===== src/rtl/seven_segment_scan_if.sv =====
// Display bus of the four-digit multiplexed 7-segment scanner: BCD load port
// and the registered digit/anode drive.
interface seven_segment_scan_if;
  logic [15:0] value;
  logic        load;
  logic        blank_lz;
  logic [3:0]  digit;
  logic [3:0]  an;
  logic        frame_start;

  modport master (
    output value, load, blank_lz,
    input  digit, an, frame_start
  );

  modport slave (
    input  value, load, blank_lz,
    output digit, an, frame_start
  );
endinterface


===== src/rtl/seven_segment_scan.sv =====
// Four-digit BCD scanner: prescaled digit rotation, double-buffered display
// data swapped only at frame wrap, leading-zero and invalid-nibble blanking.
module seven_segment_scan #(
  parameter int CLK_DIV = 50000
) (
  input  logic                 clk,
  input  logic                 rst_n,
  seven_segment_scan_if.slave  bus
);

  localparam int CNT_W = $clog2(CLK_DIV);
  localparam logic [CNT_W-1:0] CNT_MAX = CNT_W'(CLK_DIV - 1);

  logic [CNT_W-1:0] cnt_q, cnt_d;
  logic [1:0]       idx_q, idx_d;
  logic [15:0]      shadow_q, shadow_d;
  logic [15:0]      display_q, display_d;
  logic             pending_q, pending_d;
  logic [3:0]       digit_q, digit_d;
  logic [3:0]       an_q, an_d;
  logic             frame_start_q, frame_start_d;
  logic             tick;
  logic             wrap;
  logic [3:0]       nib;

  // A slot is dark for a non-BCD nibble, or for a leading zero above digit 0.
  function automatic logic is_blank(input logic [15:0] disp, input logic [1:0] idx,
                                    input logic lz);
    logic [3:0] n;
    logic       upper_zero;
    n = disp[{idx, 2'b00} +: 4];
    case (idx)
      2'd1:    upper_zero = (disp[15:4] == 12'h000);
      2'd2:    upper_zero = (disp[15:8] == 8'h00);
      2'd3:    upper_zero = (disp[15:12] == 4'h0);
      default: upper_zero = 1'b0;
    endcase
    return (n > 4'd9) || (lz && upper_zero);
  endfunction

  function automatic logic [3:0] digit_code(input logic [3:0] n);
    return (n > 4'd9) ? 4'hF : n;
  endfunction

  always_comb begin
    tick          = (cnt_q == CNT_MAX);
    wrap          = tick && (idx_q == 2'd3);
    cnt_d         = tick ? '0 : cnt_q + 1'b1;
    idx_d         = tick ? idx_q + 2'd1 : idx_q;
    // Swap takes the shadow as it was before this edge's load.
    display_d     = (wrap && pending_q) ? shadow_q : display_q;
    shadow_d      = bus.load ? bus.value : shadow_q;
    pending_d     = bus.load | (pending_q & ~wrap);
    nib           = display_d[{idx_d, 2'b00} +: 4];
    digit_d       = digit_q;
    an_d          = an_q;
    frame_start_d = 1'b0;
    if (tick) begin
      frame_start_d = wrap;
      digit_d       = digit_code(nib);
      an_d          = is_blank(display_d, idx_d, bus.blank_lz) ? 4'hF
                                                               : ~(4'b0001 << idx_d);
    end
  end

  always_ff @(posedge clk or negedge rst_n) begin
    if (!rst_n) begin
      cnt_q         <= '0;
      idx_q         <= 2'd3;
      shadow_q      <= 16'h0000;
      display_q     <= 16'h0000;
      pending_q     <= 1'b0;
      digit_q       <= 4'h0;
      an_q          <= 4'hF;
      frame_start_q <= 1'b0;
    end else begin
      cnt_q         <= cnt_d;
      idx_q         <= idx_d;
      shadow_q      <= shadow_d;
      display_q     <= display_d;
      pending_q     <= pending_d;
      digit_q       <= digit_d;
      an_q          <= an_d;
      frame_start_q <= frame_start_d;
    end
  end

  assign bus.digit       = digit_q;
  assign bus.an          = an_q;
  assign bus.frame_start = frame_start_q;

endmodule


===== src/flat_wrapper.sv =====
// flat-port wrapper written by rule: the top's interface ports become plain ports
module seven_segment_scan_flat 
#(
  parameter int CLK_DIV = 50000
)
  (clk, rst_n, bus_value, bus_load, bus_blank_lz, bus_digit, bus_an, bus_frame_start);
  seven_segment_scan_if bus_i ();
  input  logic clk;
  input  logic rst_n;
  input wire logic [$bits(bus_i.value)-1:0] bus_value;
  input wire logic [$bits(bus_i.load)-1:0] bus_load;
  input wire logic [$bits(bus_i.blank_lz)-1:0] bus_blank_lz;
  output wire logic [$bits(bus_i.digit)-1:0] bus_digit;
  output wire logic [$bits(bus_i.an)-1:0] bus_an;
  output wire logic [$bits(bus_i.frame_start)-1:0] bus_frame_start;
  assign bus_i.value = bus_value;
  assign bus_i.load = bus_load;
  assign bus_i.blank_lz = bus_blank_lz;
  assign bus_digit = bus_i.digit;
  assign bus_an = bus_i.an;
  assign bus_frame_start = bus_i.frame_start;
  seven_segment_scan #(.CLK_DIV(CLK_DIV)) u_core (.clk(clk), .rst_n(rst_n), .bus(bus_i));
endmodule

===== config.mk =====
export PLATFORM = sky130hd
export DESIGN_NAME = seven_segment_scan_flat
export DESIGN_NICKNAME = d
export VERILOG_FILES = /design/src/rtl/seven_segment_scan_if.sv /design/src/rtl/seven_segment_scan.sv /design/src/flat_wrapper.sv
export SDC_FILE = /design/constraint.sdc
export NUM_CORES = 1
export LEC_CHECK = 0
export BUFFER_PORTS_ARGS = -buffer_cell sky130_fd_sc_hd__buf_2
export CORE_ASPECT_RATIO = 2
export CORE_MARGIN = 5
export CORE_UTILIZATION = 35
export CTS_BUF_LIST = sky130_fd_sc_hd__clkbuf_4
export CTS_CLUSTER_DIAMETER = 100
export DETAILED_ROUTE_END_ITERATION = 8
export SYNTH_ARGS = -nofsm -noshare
export SYNTH_HDL_FRONTEND = slang
export SYNTH_SLANG_ARGS = --single-unit

===== constraint.sdc =====
create_clock -name clk -period 3 [get_ports clk]
set_input_delay 0.15 -clock clk [delete_from_list [all_inputs] [get_ports clk]]
set_output_delay 0.15 -clock clk [all_outputs]
set_load 0.1 [all_outputs]

==> impl_metrics.ini <==
[status]
status = finished, final reports clean

[sta]
worst_slew_pin_slew_ns = 0.718
finalHoldViolCount = 0
rsz0062_at_grt = false
fin_ws_ns = 0.222
worst_hold_slack_ns = 0.207
layout_min_cycle_time_ns = 2.78
setup_viol = 0
skew_ns = 0.0125
drv_slew = 0
slew_headroom_pct = 52.1
clock.fmax_mhz = 360
tns_ns = 0
post-route-period-util_pct = 92.6

[yosys]
async_flop_share_pct = 100
synthTopCellsByCount = dfrtp_1 (54), mux2_2 (20), nor2_1 (20)
yosysMostFrequentCell = dfrtp_1
syn_area_um2 = 2750
synth_warnings = 0
avgSynthCellArea_um2 = 12.3
synth_nets = 245
synth.distinct_cells = 46
yosys.area.top_type_share_pct = 49.2
synth_edf_count = 0
synth-main-ff-cell = dfrtp_1
ys_seq_area_share_pct = 55.0
synth-seq-cells = 60
yosys-top-cells-area = dfrtp_1 (49%), mux2_2 (8.2%), dfstp_2 (5.7%)
synthCells = 223
synth_top_cell_by_area = dfrtp_1

[floorplanning]
rows = 45
core-area_um2 = 7660
initial_utilization_pct = 35.8
dieArea_um2 = 9820
fp.dieW_um = 72.6
die_height_um = 135
io_pins = 29

[cts]
cts_max_path_buffers = 2
cts_sinks = 60
cts_root_buffer = clkbuf_4
htreeDepth = 3
cts_tree = done
clk_pin_slew_ns = 0.10
cts_buffers = 9
clk-insertion-delay-late_ns = 0.42

[final_layout]
n_antenna_cell = 0
fin_nets = 296
multi_input_area_um2 = 1100
drive_gt1_share_pct = 30.8
fillers = 794
seq_area_um2 = 1510
area_growth_pct = 18.1

[route]
vias_per_cell = 5.00
wire_per_inst_um = 15.7
drt_iter0_markers = 29
drc_errors = 0
first_pass_iters = 4
ant_nets = 0
wl_um = 5870
vias = 1864

[critical_path]
critical_path_required_ns = 3.35
endpoint_kind = flop
cp-start-kind = flop
worstSetupStartpoint = u_core.cnt_q[0]$_DFF_PN0_
cp_max_fo = 23
crit_type = flop to flop
regToRegStartpoint = u_core.cnt_q[0]$_DFF_PN0_
cp.arrival_ns = 3.13

[pwr]
peakVddDrop_mv = 0.246
power.density_nw_per_um2 = 427
static-leakage-power_uw = 0.00149

[worst_hold_path]
hold_path_class = primary input to flop
hp-start = bus_load

[grt]
grt_max_degree = 34
antenna_found_initial = 0
grt_first_pass_wirelength_um = 10000
grt_use_total_pct = 13.7
grt_pass1_vias = 2043
gr-total-overflow = 0

[placement]
port_buffers = 28
gp_congestion = 0.832
dp_hpwl_um = 4410
place_ws_ns = 0.206

[run]
maxCapViolCount = 0
[metrics by stage]
stage	instance area [um2]	total power [uW]	utilization, %	instances
detailed placement	2970	927	38.7	340
global placement	2970	926	38.7	340
finish	3240	1380	42.3	373
global route	3240	1460	42.3	373
CTS	3240	1410	42.3	373
floorplan	2750	885	-	223
[worst max-delay path, stage by stage (launching register included)]
cell	delay (ns)
dfrtp_1	0.37
ha_1	0.18
and3_1	0.27
and4_4	0.36
and2_4	0.37
mux2i_1	0.26
inv_1	0.09
a2111oi_2	0.41
o21ai_0	0.20
a31oi_1	0.20
[layout make-up]
cell class	count	area share, %
Clock inverter	4	0.502
Timing Repair Buffer	50	10.7
Sequential cell	60	46.5
Tap cell	94	3.63
Inverter	16	1.85
Multi-Input combinational cell	137	34.0
Clock buffer	12	2.78
[report_power, final]
part / internal, uW / switching [uW]
Combinational: 44.7 / 31.7
Clock: 189 / 270
Sequential: 830 / 18.4
[state kept, by name, summed over array words and instances, names as in the netlist]
name	count
u_core.bus.frame_start	1
u_core.display_q	16
u_core.cnt_q	16
u_core.bus.digit	4
u_core.shadow_q	16
u_core.pending_q	1
u_core.idx_q	2
u_core.bus.an	4
[final timing paths]
kind / to / slack (ns) / depth (start not counted)
worst min-delay path: u_core.pending_q$_DFF_PN0_ / 0.21 / 2
min in group asynchronous: u_core.shadow_q[9]$_DFFE_PN0P_ / 0.32 / 2
worst min register to register: u_core.cnt_q[0]$_DFF_PN0_ / 0.45 / 1
max in group asynchronous: u_core.bus.an[2]$_DFFE_PN1N_ / 1.79 / 3
worst max register to register: u_core.bus.an[1]$_DFFE_PN1N_ / 0.22 / 9
worst max-delay path: u_core.bus.an[1]$_DFFE_PN1N_ / 0.22 / 9
[what timing repair did]
action / CTS / global route
buffers inserted: 0 / 0
hold endpoints to repair: 48 / 0
resized for setup: 0 / 0
hold buffers: 17 / 0
[layer usage]
metal  GRT usage [%]  part of all wire [%]
met1            13.4                    37
met2            24.8                    57
met3            4.38                   4.0
met4            6.88                   2.4
met5               0                     0
[placed cells by master, fill, tap and decap left out, drive strengths merged, types with 2 or more instances in the layout]
| cell type | synthesis | layout |
|---|---|---|
| nand2 | 9 | 9 |
| a21o | 2 | 2 |
| nand4 | 2 | 2 |
| clkbuf | 5 | 12 |
| o2111ai | 4 | 4 |
| xnor2 | 5 | 5 |
| nand3 | 9 | 9 |
| mux2i | 10 | 10 |
| dfrtp | 54 | 54 |
| inv | 15 | 15 |
| or3 | 2 | 2 |
| and4bb | 2 | 2 |
| nor2 | 20 | 20 |
| mux4 | 2 | 2 |
| nor4b | 2 | 2 |
| clkinv | 1 | 5 |
| a2111oi | 2 | 2 |
| dfstp | 6 | 6 |
| dlygate4sd3 | 0 | 17 |
| a31oi | 3 | 3 |
| and3 | 6 | 6 |
| buf | 5 | 33 |
| xor2 | 9 | 9 |
| nor4 | 3 | 3 |
| o21ai | 9 | 9 |
| mux2 | 20 | 20 |
| and2 | 4 | 4 |
| a41oi | 3 | 3 |
| ha | 2 | 2 |
[kinds of logic (layout without fill, tap and decap cells)]
| kind of cell | after synthesis | count (layout) | share of synthesized area [%] |
|---|---|---|---|
| flip-flops | 60 | 60 | 55.0 |
| XOR/XNOR | 14 | 14 | 4.74 |
| multiplexers | 32 | 32 | 13.9 |
| AO/OA/AOI/OAI | 26 | 26 | 7.79 |
| AND/OR/NAND/NOR | 63 | 63 | 12.7 |
| adder cells (fa/ha/maj) | 2 | 2 | 0.911 |
| buffers and inverters | 26 | 82 | 4.92 |
Power figures use the tool's default switching activity.
